[src/rtl/pkt_proc_pkg.sv]
// Shared definitions for the AXI-Lite memory responder: response codes and
// the transaction FSM state encoding.
package pkt_proc_pkg;

   localparam logic [1:0] RESP_OKAY   = 2'b00;
   localparam logic [1:0] RESP_SLVERR = 2'b10;

   typedef enum logic [2:0] {
      IDLE    = 3'd0,
      WR_MEM  = 3'd1,
      WR_RESP = 3'd2,
      RD_MEM  = 3'd3,
      RD_WAIT = 3'd4,
      RD_RESP = 3'd5
   } axil_mem_state_t;

endpackage

[src/rtl/axil_hold_reg.sv]
// One-entry valid/ready holding register. Accepts a beat whenever empty and
// keeps it until the consumer pulses clr. Ready is forced low during reset.
module axil_hold_reg #(
   parameter int DATA_W = 32
) (
   input  logic              clk,
   input  logic              rst_n,
   input  logic [DATA_W-1:0] in_data,
   input  logic              in_valid,
   output logic              in_ready,
   input  logic              clr,
   output logic              held,
   output logic [DATA_W-1:0] data
);

   assign in_ready = rst_n & ~held;

   // Capture on handshake; release when the FSM consumes the entry
   always_ff @(posedge clk or negedge rst_n) begin
      if (!rst_n) begin
         held <= 1'b0;
         data <= '0;
      end else if (in_valid && in_ready) begin
         held <= 1'b1;
         data <= in_data;
      end else if (clr) begin
         held <= 1'b0;
      end
   end

endmodule

[src/rtl/axil_mem_resp.sv]
// AXI4-Lite slave terminating one memory window onto a single-port
// synchronous SRAM. AW, W and AR are buffered independently; a single FSM
// serialises transactions, alternating between reads and writes when both
// are pending. All SRAM port signals are registered.
module axil_mem_resp
   import pkt_proc_pkg::*;
#(
   parameter int          ADDR_W     = 16,
   parameter int unsigned MEM_BYTES  = 65536,
   parameter int          RD_LATENCY = 1
) (
   input  logic              clk,
   input  logic              rst_n,
   input  logic [ADDR_W-1:0] s_axil_awaddr,
   input  logic              s_axil_awvalid,
   output logic              s_axil_awready,
   input  logic [31:0]       s_axil_wdata,
   input  logic [3:0]        s_axil_wstrb,
   input  logic              s_axil_wvalid,
   output logic              s_axil_wready,
   output logic [1:0]        s_axil_bresp,
   output logic              s_axil_bvalid,
   input  logic              s_axil_bready,
   input  logic [ADDR_W-1:0] s_axil_araddr,
   input  logic              s_axil_arvalid,
   output logic              s_axil_arready,
   output logic [31:0]       s_axil_rdata,
   output logic [1:0]        s_axil_rresp,
   output logic              s_axil_rvalid,
   input  logic              s_axil_rready,
   output logic              mem_en,
   output logic [3:0]        mem_we,
   output logic [ADDR_W-3:0] mem_addr,
   output logic [31:0]       mem_wdata,
   input  logic [31:0]       mem_rdata
);

   localparam logic [1:0] RD_CNT_INIT = 2'(RD_LATENCY - 1);

   // Out-of-range test at full address width, widened so MEM_BYTES never truncates
   function automatic logic in_range(input logic [ADDR_W-1:0] a);
      logic [32:0] wide;
      wide = '0;
      wide[ADDR_W-1:0] = a;
      return wide < {1'b0, MEM_BYTES};
   endfunction

   axil_mem_state_t state_q, state_d;

   logic              aw_held, w_held, ar_held;
   logic [ADDR_W-1:0] aw_addr_q, ar_addr_q;
   logic [35:0]       w_bus_q;
   logic [31:0]       w_data_q;
   logic [3:0]        w_strb_q;
   logic              clr_aw, clr_w, clr_ar;
   logic              grant_wr, grant_rd;
   logic              prefer_rd;
   logic              rd_err;
   logic [1:0]        rd_cnt;
   logic              aw_ok, ar_ok;

   assign w_data_q = w_bus_q[31:0];
   assign w_strb_q = w_bus_q[35:32];
   assign aw_ok    = in_range(aw_addr_q);
   assign ar_ok    = in_range(ar_addr_q);

   axil_hold_reg #(.DATA_W(ADDR_W)) u_aw_hold (
      .clk      (clk),
      .rst_n    (rst_n),
      .in_data  (s_axil_awaddr),
      .in_valid (s_axil_awvalid),
      .in_ready (s_axil_awready),
      .clr      (clr_aw),
      .held     (aw_held),
      .data     (aw_addr_q)
   );

   axil_hold_reg #(.DATA_W(36)) u_w_hold (
      .clk      (clk),
      .rst_n    (rst_n),
      .in_data  ({s_axil_wstrb, s_axil_wdata}),
      .in_valid (s_axil_wvalid),
      .in_ready (s_axil_wready),
      .clr      (clr_w),
      .held     (w_held),
      .data     (w_bus_q)
   );

   axil_hold_reg #(.DATA_W(ADDR_W)) u_ar_hold (
      .clk      (clk),
      .rst_n    (rst_n),
      .in_data  (s_axil_araddr),
      .in_valid (s_axil_arvalid),
      .in_ready (s_axil_arready),
      .clr      (clr_ar),
      .held     (ar_held),
      .data     (ar_addr_q)
   );

   // FSM state register
   always_ff @(posedge clk or negedge rst_n) begin
      if (!rst_n) state_q <= IDLE;
      else        state_q <= state_d;
   end

   // Next-state, arbitration and holding-register release
   always_comb begin
      state_d  = state_q;
      grant_wr = 1'b0;
      grant_rd = 1'b0;
      clr_aw   = 1'b0;
      clr_w    = 1'b0;
      clr_ar   = 1'b0;
      unique case (state_q)
         IDLE: begin
            if (aw_held && w_held && (!ar_held || !prefer_rd)) begin
               grant_wr = 1'b1;
               state_d  = WR_MEM;
            end else if (ar_held) begin
               grant_rd = 1'b1;
               state_d  = RD_MEM;
            end
         end
         WR_MEM: begin
            clr_aw  = 1'b1;
            clr_w   = 1'b1;
            state_d = WR_RESP;
         end
         WR_RESP: begin
            if (s_axil_bready) state_d = IDLE;
         end
         RD_MEM: begin
            clr_ar  = 1'b1;
            state_d = RD_WAIT;
         end
         RD_WAIT: begin
            if (rd_cnt == 2'd0) state_d = RD_RESP;
         end
         RD_RESP: begin
            if (s_axil_rready) state_d = IDLE;
         end
         default: state_d = IDLE;
      endcase
   end

   // SRAM port registers, loaded at grant so the access is live in WR_MEM/RD_MEM
   always_ff @(posedge clk or negedge rst_n) begin
      if (!rst_n) begin
         mem_en    <= 1'b0;
         mem_we    <= 4'h0;
         mem_addr  <= '0;
         mem_wdata <= '0;
      end else if (grant_wr) begin
         mem_en    <= aw_ok;
         mem_we    <= aw_ok ? w_strb_q : 4'h0;
         mem_addr  <= aw_addr_q[ADDR_W-1:2];
         mem_wdata <= w_data_q;
      end else if (grant_rd) begin
         mem_en    <= ar_ok;
         mem_we    <= 4'h0;
         mem_addr  <= ar_addr_q[ADDR_W-1:2];
      end else begin
         mem_en    <= 1'b0;
         mem_we    <= 4'h0;
      end
   end

   // Response channels, read-latency counter and fairness flag
   always_ff @(posedge clk or negedge rst_n) begin
      if (!rst_n) begin
         s_axil_bvalid <= 1'b0;
         s_axil_bresp  <= RESP_OKAY;
         s_axil_rvalid <= 1'b0;
         s_axil_rdata  <= '0;
         s_axil_rresp  <= RESP_OKAY;
         rd_cnt        <= 2'd0;
         rd_err        <= 1'b0;
         prefer_rd     <= 1'b0;
      end else begin
         if (grant_wr)      prefer_rd <= 1'b1;
         else if (grant_rd) prefer_rd <= 1'b0;
         unique case (state_q)
            WR_MEM: begin
               s_axil_bvalid <= 1'b1;
               s_axil_bresp  <= aw_ok ? RESP_OKAY : RESP_SLVERR;
            end
            WR_RESP: begin
               if (s_axil_bready) begin
                  s_axil_bvalid <= 1'b0;
                  s_axil_bresp  <= RESP_OKAY;
               end
            end
            RD_MEM: begin
               rd_err <= ~ar_ok;
               rd_cnt <= RD_CNT_INIT;
            end
            RD_WAIT: begin
               if (rd_cnt != 2'd0) begin
                  rd_cnt <= rd_cnt - 2'd1;
               end else begin
                  s_axil_rvalid <= 1'b1;
                  s_axil_rdata  <= rd_err ? 32'h0 : mem_rdata;
                  s_axil_rresp  <= rd_err ? RESP_SLVERR : RESP_OKAY;
               end
            end
            RD_RESP: begin
               if (s_axil_rready) s_axil_rvalid <= 1'b0;
            end
            default: ;
         endcase
      end
   end

endmodule

[config.mk]
export PLATFORM = sky130hd
export DESIGN_NAME = axil_mem_resp
export DESIGN_NICKNAME = d
export VERILOG_FILES = /design/src/rtl/pkt_proc_pkg.sv /design/src/rtl/axil_hold_reg.sv /design/src/rtl/axil_mem_resp.sv
export SDC_FILE = /design/constraint.sdc
export NUM_CORES = 1
export LEC_CHECK = 0
export CAP_MARGIN = 25
export CORE_MARGIN = 2
export CORE_UTILIZATION = 45
export CTS_BUF_LIST = sky130_fd_sc_hd__clkbuf_2
export DETAILED_ROUTE_END_ITERATION = 8
export PLACE_DENSITY = 0.84
export REMOVE_ABC_BUFFERS = 1
export SETUP_SLACK_MARGIN = 0.3
export SYNTH_ARGS = -nofsm -noshare
export SYNTH_HDL_FRONTEND = slang
export SYNTH_HIERARCHICAL = 1
export SYNTH_SLANG_ARGS = --single-unit
export TNS_END_PERCENT = 1
[constraint.sdc]
create_clock -name clk -period 4.6 [get_ports clk]
set_input_delay 1.38 -clock clk [delete_from_list [all_inputs] [get_ports clk]]
set_output_delay 1.38 -clock clk [all_outputs]
set_load 0.05 [all_outputs]
Yosys cells after proc, flatten, opt, wreduce, memory -nomap -nowiden
Cells that the tools add are included.
{ "word_totals": {"ff_bits": 164, "out_inout_bits": 92, "elab_cells": 93} }
{ "classes": {"addsub": 1, "eq_ne": 11, "muxes": 34, "bitwise_logic": 7, "reduce_logical": 23} }
{ "op_table": {"columns": ["cell", "count"], "rows": [
  ["two-way mux 14 bit", 2],
  ["two-way mux 1 bit", 19],
  ["one-hot mux 3 bit (6 select lines)", 1],
  ["nonzero test 2 bit", 8],
  ["two-way mux 3 bit", 5],
  ["!= test 2 bit, second input constant", 5],
  ["one-hot mux 2 bit (2 select lines)", 2],
  ["equality test 3 x 2 -> 1 bit, second input constant", 2],
  ["equality test 3 bit, second input constant", 2],
  ["AND reduction 2 bit", 3],
  ["logical AND 1 bit", 5],
  ["two-way mux 2 bit", 2],
  ["two-way mux 4 bit", 1],
  ["inverter 1 bit", 4],
  ["one-hot mux 1 bit (2 select lines)", 2],
  ["AND reduction 4 bit", 1],
  ["AND 1 bit", 3],
  ["equality test 3 x 1 -> 1 bit, second input constant", 1],
  ["logical NOT 3 bit", 1],
  ["!= test 3 x 2 -> 1 bit, second input constant", 1],
  ["AND reduction 3 bit", 1],
  ["logical NOT 1 bit", 2],
  ["logical NOT 2 bit", 1],
  ["subtractor 2 x 1 -> 2 bit, second input constant", 1],
  ["logical OR 1 bit", 1]
]} }

Longest topological paths before layout
Gate-level depths: netlist of run 1.
{ "depth": {"ltp_word": 7, "ltp_mapped": 6} }

Cells and area by module
Netlist of run 1, hierarchy kept.
{ "modules_own_cells": {"columns": ["module", "instances", "cells_per_inst", "area_each_um2", "seq_area_each_um2"], "rows": [
  ["axil_mem_resp", 1, 286, 3827.4, 2277.2],
  ["axil_hold_reg (u_w_hold)", 1, 81, 1549.0, 925.9],
  ["axil_hold_reg (u_ar_hold ...)", 2, 38, 686.9, 425.4]
]} }

Worst setup path before layout of run 1
Ideal clock, no wire load.
{ "synth_timing": {"path_kind": "input -> output", "startpoint": "input rst_n", "endpoint": "output s_axil_arready", "arrival_ns": 1.771, "required_time_ns": 3.220, "slack_ns": 1.449, "cell_stages": 1, "cell_sequence": "and2b_1"} }
{ "synth_via": {"elab_chain_len": 1} }
{ "synth_lines": {"columns": ["element", "line", "rtl"], "rows": [
  ["start: declaration", "axil_mem_resp.sv:13", "input logic rst_n,"],
  ["AND 1 bit", "axil_hold_reg.sv:16", "assign in_ready = rst_n & ~held;"],
  ["end: declaration", "axil_mem_resp.sv:26", "output logic s_axil_arready,"]
]} }
Every way passes these cells.

Worst setup path after layout of run 1
{ "layout_timing": {"startpoint": "input rst_n", "endpoint": "output s_axil_wready"} }
{ "layout_via": {"elab_chain_len": 1} }
{ "layout_lines": {"columns": ["element", "line", "rtl"], "rows": [
  ["AND 1 bit", "axil_hold_reg.sv:16", null],
  ["end: declaration", "axil_mem_resp.sv:20", "output logic s_axil_wready,"]
]} }
Every way passes these cells.

==> results.md, run 1 <==
* Placed Area at 8510 sq um
* Worst Hold Class: in2async
* Sort of element at the end of the critical path: output port
* Sum of routed wire length over all layers at 13700 um
* Worst clock skew at 0.0279 ns
* Vias in the first global route at 4529
* Worst rel slew slack at 0.397
* Overall power after layout at 6.81 mW
* Upper clock frequency limit at 295 MHz
* Final Max Tran Viols at 0
* Clock latency on the worst-skew pair at 0.72 ns
* Post-route worst setup slack at 1.21 ns
* Count of unresolved DRC violations after routing at 0
* Per-cell via count in the routed design at 5.04
* DRC violation total after the first TritonRoute iteration at 221
* Clock slew at the register clock pins of the worst setup and hold paths at 0.24 ns
* Element type at the critical path start: primary input
* Routability cong. at 0.772
* Area of the multi-input gates at 2370 sq um
* Setup repair after global routing missed its margin: false
* Largest net degree at the start of global routing at 75
* Reg2Reg Depth at 4
* Post-route ant nets at 0
* Total die area at 15700 sq um
* Minimum clock period at 3.39 ns
* Post-cts repair resize count at 0
* Synth Warn # at 6
* Die H at 125 um
* Count of filler cells inserted in the layout at 1085
* Detailed-route wire length per cell at 16.8 um
* Sequential cell area in the final layout at 3950 sq um
* Starting density of the core at 0.458
* Leakage power at 3.89 nW
* H-tree depth reported by CTS at 4
* Highest fanout seen on the critical path at 27
* Average footprint of a synthesized cell at 15.2 sq um
* P&R area growth vs syn at 32.7%
* Setup tns final at 0 ns
* Cell area after synthesis at 6610 sq um
* Peak supply drop at 0.000417 V
* Antenna violations before repair at 0
* Number of endpoints with negative hold slack in the final report at 0
* Sink Count at 158
* Synthesized instance count at 435
* CTS tree: done
* N_diodes at 0
* Post-CTS setup-driven buffer insertion count at 0
* DP Worst Slack at 1.20 ns
* Ports at 199
* Data arrival time of the critical path at 2.01 ns
* HPWL after detailed placement at 9730 um
* Count of vias placed by the detailed router at 4125
* All-Layer GR Usage at 0.184
* Number of buffers on the longest clock path at 2
* GRT Residual Overflow at 0
* Clock Tree Root: clkbuf_2
* Worst hold slack at 0.473 ns
* Status: completed
* Max-capacitance violation count at 0
* Buffers on Ports at 190
* Placeable core area at 14400 sq um
* Worst slew pin tran at 0.904 ns
* Power density over the cells at 777 nW/um^2
* Chip Width at 125 um
* Share of layout cells above drive strength 1 at 0.250
* WP data required at 3.22 ns
* Number of clock buffers inserted by TritonCTS at 17
* Post-route fraction of the period consumed by the critical path at 0.737
* Final count of negative-setup-slack endpoints at 0
* Fin area at 8760 sq um
* Category of the critical setup timing path: in2out
* Row cnt at 44
* Detailed Routing Iterations Pass 1 at 4
* Wire length of the first global-routing pass at 23000 um
* Total number of nets in the final design at 730
* Cts hold-fix bufs at 0
## stage by stage
stage                     std cells   util
final                           819  0.607
after global routing            819  0.607
after detailed placement        787  0.590
after global placement          787  0.590
after CTS                       819  0.607
after floorplan                 409      -
## cell usage in the layout, fill, tap and decap left out, types with 4 or more instances in the layout
cell type        count
a21oi_1             21
a31oi_1             15
and2_1               5
buf_4                7
clkbuf_2            17
clkdlybuf4s50_1    186
clkinv_4             4
conb_1               4
dfrtp_1            158
inv_1                9
mux2_1              25
mux2_2              56
mux2_4              47
nand2_1              5
nor2_1               5
o21ai_0             22
or3b_1               6
or3b_2               8
## final cells by class
class,count,share of cell area
Clock buffer,17,0.00971
Clock inverter,15,0.0186
Inverter,9,0.00386
Multi-Input combinational cell,242,0.271
Sequential cell,158,0.451
Tap cell,184,0.0263
Timing Repair Buffer,194,0.220
## worst paths after layout
check | from | to | slack, ns
worst min-delay path | rst_n | u_aw_hold/data[13]$_DFFE_PN0P_ | 0.47
worst min register to register | u_w_hold/data[35]$_DFFE_PN0P_ | mem_we[3]$_DFF_PN0_ | 0.49
max in group asynchronous | rst_n | s_axil_rdata[2]$_DFFE_PN0P_ | 2.18
worst max-delay path | rst_n | s_axil_wready | 1.21
min in group clk | u_w_hold/data[35]$_DFFE_PN0P_ | mem_we[3]$_DFF_PN0_ | 0.49
worst max register to register | state_q[0]$_DFFE_PN0P_ | mem_wdata[2]$_DFFE_PN0P_ | 2.16
## worst max-delay path, stage by stage
cell and delay (ns):
buf_6 0.24, and2b_2 0.19, buf_4 0.19
## where the power goes
group | total [mW] | switching [mW] | internal [mW]
logic | 3.57 | 2.08 | 1.49
registers | 2.48 | 0.412 | 2.06
clock network | 0.767 | 0.509 | 0.258
total | 6.81 | 3.00 | 3.82
## routing by layer
layer | wire length (um) | share of wire | global-route usage | up-vias
li1 | - | - | - | 1907
met1 | 5700 | 0.42 | 0.225 | 2043
met2 | 6790 | 0.49 | 0.303 | 158
met3 | 1050 | 0.077 | 0.0719 | 17
met4 | 197 | 0.014 | 0.0523 | 0
met5 | 0 | 0 | 0 | -
## registers in the layout (all words and copies together) (netlist names), 2 cells and up
signal          count
state_q             3
u_aw_hold/data     14
s_axil_rdata       32
mem_we              4
mem_addr           14
u_ar_hold/data     14
u_w_hold/data      36
mem_wdata          32
rd_cnt              2
Note: power is estimated with default switching activity, not from simulation.
==> inputs of run 2 (changes only) <==
==> constraint.sdc (replaced) <==
create_clock -name clk -period 3.2 [get_ports clk]
set_input_delay 0.96 -clock clk [delete_from_list [all_inputs] [get_ports clk]]
set_output_delay 0.96 -clock clk [all_outputs]
set_load 0.05 [all_outputs]
==> run 2 against run 1 <==
Net effect: first-iteration DRC count decreased by 10%; sequential power grew 44%; core utilization up 0.75 points; non-clock buffer count rose by 6; design area up 1.2%; sequential share of layout area down 0.55 points; die area unchanged; clock power is 49% higher; setup slack got worse by 0.92 ns; cell count grew 0.61%; largest power group unchanged; highest routed layer unchanged.
==> results.md, run 2 (synthesis gave the netlist of run 1 again) <==
* Sort of element at the end of the critical path: output port
* Family of cells with the greatest summed delay on the critical path: buffers and inverters
* Fin area at 8870 sq um (+1.2%)
* Buffers on Ports at 190 (unchanged)
* Setup tns final at 0 ns (unchanged)
* Clock slew at the register clock pins of the worst setup and hold paths at 0.24 ns (about the same)
* Highest fanout seen on the critical path at 2 (-93%)
* Placed Area at 8590 sq um (+0.94%)
* Row cnt at 44 (unchanged)
* Register with the highest flop count: u_w_hold/data
* Status: completed
* GRT Residual Overflow at 0 (unchanged)
* DRC violation total after the first TritonRoute iteration at 198 (-10%)
* Startpoint of the worst register-to-register path: u_ar_hold/held$_DFFE_PN0P_
* Post-route ant nets at 0 (unchanged)
* P&R area growth vs syn at 34.3%
* Die H at 125 um (unchanged)
* N_diodes at 0 (unchanged)
* Post-route worst setup slack at 0.289 ns (-0.922 ns)
* Cell Count, Final, Fillers Out at 824 (+0.61%)
* Chip Width at 125 um (unchanged)
* Worst clock skew at 0.0416 ns (+0.0136 ns)
* Setup repair after global routing missed its margin: true
* Category of the critical setup timing path: reg2out
* Clock Tree Root: clkbuf_2
* Post-route fraction of the period consumed by the critical path at 0.910
* Placed Cells incl. Taps at 791 (+0.51%)
* Final Max Tran Viols at 0 (unchanged)
* Power density over the cells at 1120 nW/um^2 (+44%)
* CTS tree: done
* Vias in the first global route at 4659 (+2.9%)
* Critical path's largest stage delay at 0.82 ns (+0.58 ns)
* Number of clock buffers inserted by TritonCTS at 17 (unchanged)
* Reg2reg setup slack at 0.89 ns (-1.27 ns)
* Reg2Reg Depth at 4 (unchanged)
* Count of vias placed by the detailed router at 4235 (+2.7%)
* Post-CTS setup-driven buffer insertion count at 0 (unchanged)
* Antenna violations before repair at 0 (unchanged)
* Count of unresolved DRC violations after routing at 0 (unchanged)
* Master of the slowest instance on the critical path: clkdlybuf4s50_1
* Total die area at 15700 sq um (unchanged)
* Placeable core area at 14400 sq um (unchanged)
* Detailed Routing Iterations Pass 1 at 4 (unchanged)
* WP data required at 2.24 ns (-0.98 ns)
* Final count of negative-setup-slack endpoints at 0 (unchanged)
* HPWL after detailed placement at 10300 um (+6.1%)
* Upper clock frequency limit at 343 MHz
* Starting density of the core at 0.458 (unchanged)
* Ports at 199 (unchanged)
* H-tree depth reported by CTS at 4 (unchanged)
* Worst Hold Class: in2async
* All-Layer GR Usage at 0.192 (+0.00843)
* Most common cell after layout, fill and taps aside: clkdlybuf4s50_1
* Count of filler cells inserted in the layout at 1088 (+0.28%)
* Number of buffers on the longest clock path at 2 (unchanged)
* Total number of nets in the final design at 736 (+0.82%)
* Detailed-route wire length per cell at 17.8 um (+6.2%)
* Sum of routed wire length over all layers at 14700 um (+6.8%)
* Post-route core utilization at 0.615 (+0.00746)
* Max-capacitance violation count at 0 (unchanged)
* Registers with the highest flip-flop counts: u_w_hold/data x36, mem_wdata x32, s_axil_rdata x32
* Critical path buffers and inverters at 1 (-1)
* Element type at the critical path start: register
* Wire length of the first global-routing pass at 23800 um (+3.5%)
* Share of layout cells above drive strength 1 at 0.252 (+0.00117)
* Most used cells in the layout excluding fill and tap cells: 184 x clkdlybuf4s50_1, 158 x dfrtp_1, 56 x mux2_2
* Minimum clock period at 2.91 ns
* Number of endpoints with negative hold slack in the final report at 0 (unchanged)
* DP Worst Slack at 0.603 ns (-0.594 ns)
* Reg2Reg Capture Point: mem_wdata[0]$_DFFE_PN0P_
* Clock latency on the worst-skew pair at 0.69 ns (-0.03 ns)
* Worst slew pin tran at 0.927 ns (+0.0226 ns)
* Number of flip-flops under the largest register name at 36 (unchanged)
* Worst rel slew slack at 0.382 (-0.0150)
* Data arrival time of the critical path at 1.95 ns (-0.06 ns)
* Leakage power at 3.94 nW (+1.2%)
* Per-cell via count in the routed design at 5.14 (+2.0%)
* Peak supply drop at 0.000535 V (+28%)
* Routability cong. at 0.797 (+3.2%)
* Sink Count at 158 (unchanged)
* Largest net degree at the start of global routing at 69 (-8.0%)
* Cells along the critical path: clkdlybuf4s50_1
run 2: changes by cell type in the layout (fill, tap and decap cells not counted), moves of 2 or more:
cell,delta
buf_12,+4
clkdlybuf4s50_1,-2
clkinvlp_4,+2
dlygate4sd3_1,+2
inv_6,-2
run 2: repair_timing:
action | 4_1_cts | 5_1_grt
resized for setup | 1 | 1
cloned | 0 | 0
setup endpoints to repair | 84 | 84
hold endpoints to repair | 9 | 0
hold buffers | 2 | 0
run 2: cell type report:
cell class                      instances  area (sq um)  area share
Multi-Input combinational cell        242          2370       0.267
Timing Repair Buffer                  200          2030       0.229
Sequential cell                       158          3950       0.446
Tap cell                              184           230      0.0260
Inverter                                9          33.8     0.00381
Clock inverter                         14           169      0.0190
Clock buffer                           17          85.1     0.00959
run 2: power by group:
group / total [mW] / switching, mW / leakage (nW) / internal, mW
clock: 1.14 / 0.706 / 0.140 / 0.430
sequential: 3.56 / 0.591 / 1.89 / 2.97
combinational: 5.22 / 3.03 / 1.91 / 2.19
run 2: metal layers:
metal | GRT usage | part of all wire | up-vias
met5 | 0 | 0 | -
met4 | 0.0739 | 0.015 | 0
met3 | 0.0612 | 0.065 | 16
met2 | 0.323 | 0.51 | 164
met1 | 0.231 | 0.41 | 2139
li1 | - | - | 1916
run 2: how the worst max path moves through the flow:
stage | cells after the start | slack, ns | start | end
global placement | 4 | 0.64 | s_axil_wvalid | u_w_hold/data[7]$_DFFE_PN0P_
floorplan | 3 | 0.22 | state_q[2]$_DFFE_PN0P_ | mem_wdata[0]$_DFFE_PN0P_
global route | 1 | 0.15 | mem_addr[0]$_DFFE_PN0P_ | mem_addr[0]
CTS | 1 | 0.19 | mem_wdata[17]$_DFFE_PN0P_ | mem_wdata[17]
detailed placement | 4 | 0.60 | s_axil_wvalid | u_w_hold/data[7]$_DFFE_PN0P_
finish | 1 | 0.29 | mem_addr[5]$_DFFE_PN0P_ | mem_addr[5]
run 2: stage by stage:
stage	hold slack (ns)	power (mW)
4_1_cts	0.294	10.0
2_1_floorplan	0.447	7.00
3_5_place_dp	0.469	8.87
6_report	0.368	9.91
5_1_grt	0.316	10.4
3_3_place_gp	0.453	8.65
==> inputs of run 3 (changes only) <==
--- a/config.mk
+++ b/config.mk
@@ -5,10 +5,11 @@
 export SDC_FILE = /design/constraint.sdc
 export NUM_CORES = 1
 export LEC_CHECK = 0
-export CAP_MARGIN = 25
+export CAP_MARGIN = 30
 export CORE_MARGIN = 2
 export CORE_UTILIZATION = 45
 export CTS_BUF_LIST = sky130_fd_sc_hd__clkbuf_2
+export CTS_CLUSTER_DIAMETER = 40
 export DETAILED_ROUTE_END_ITERATION = 8
 export PLACE_DENSITY = 0.84
 export REMOVE_ABC_BUFFERS = 1
==> results of run 3 <==
The final DEF is identical to that of run 2; final timing and power are the same.
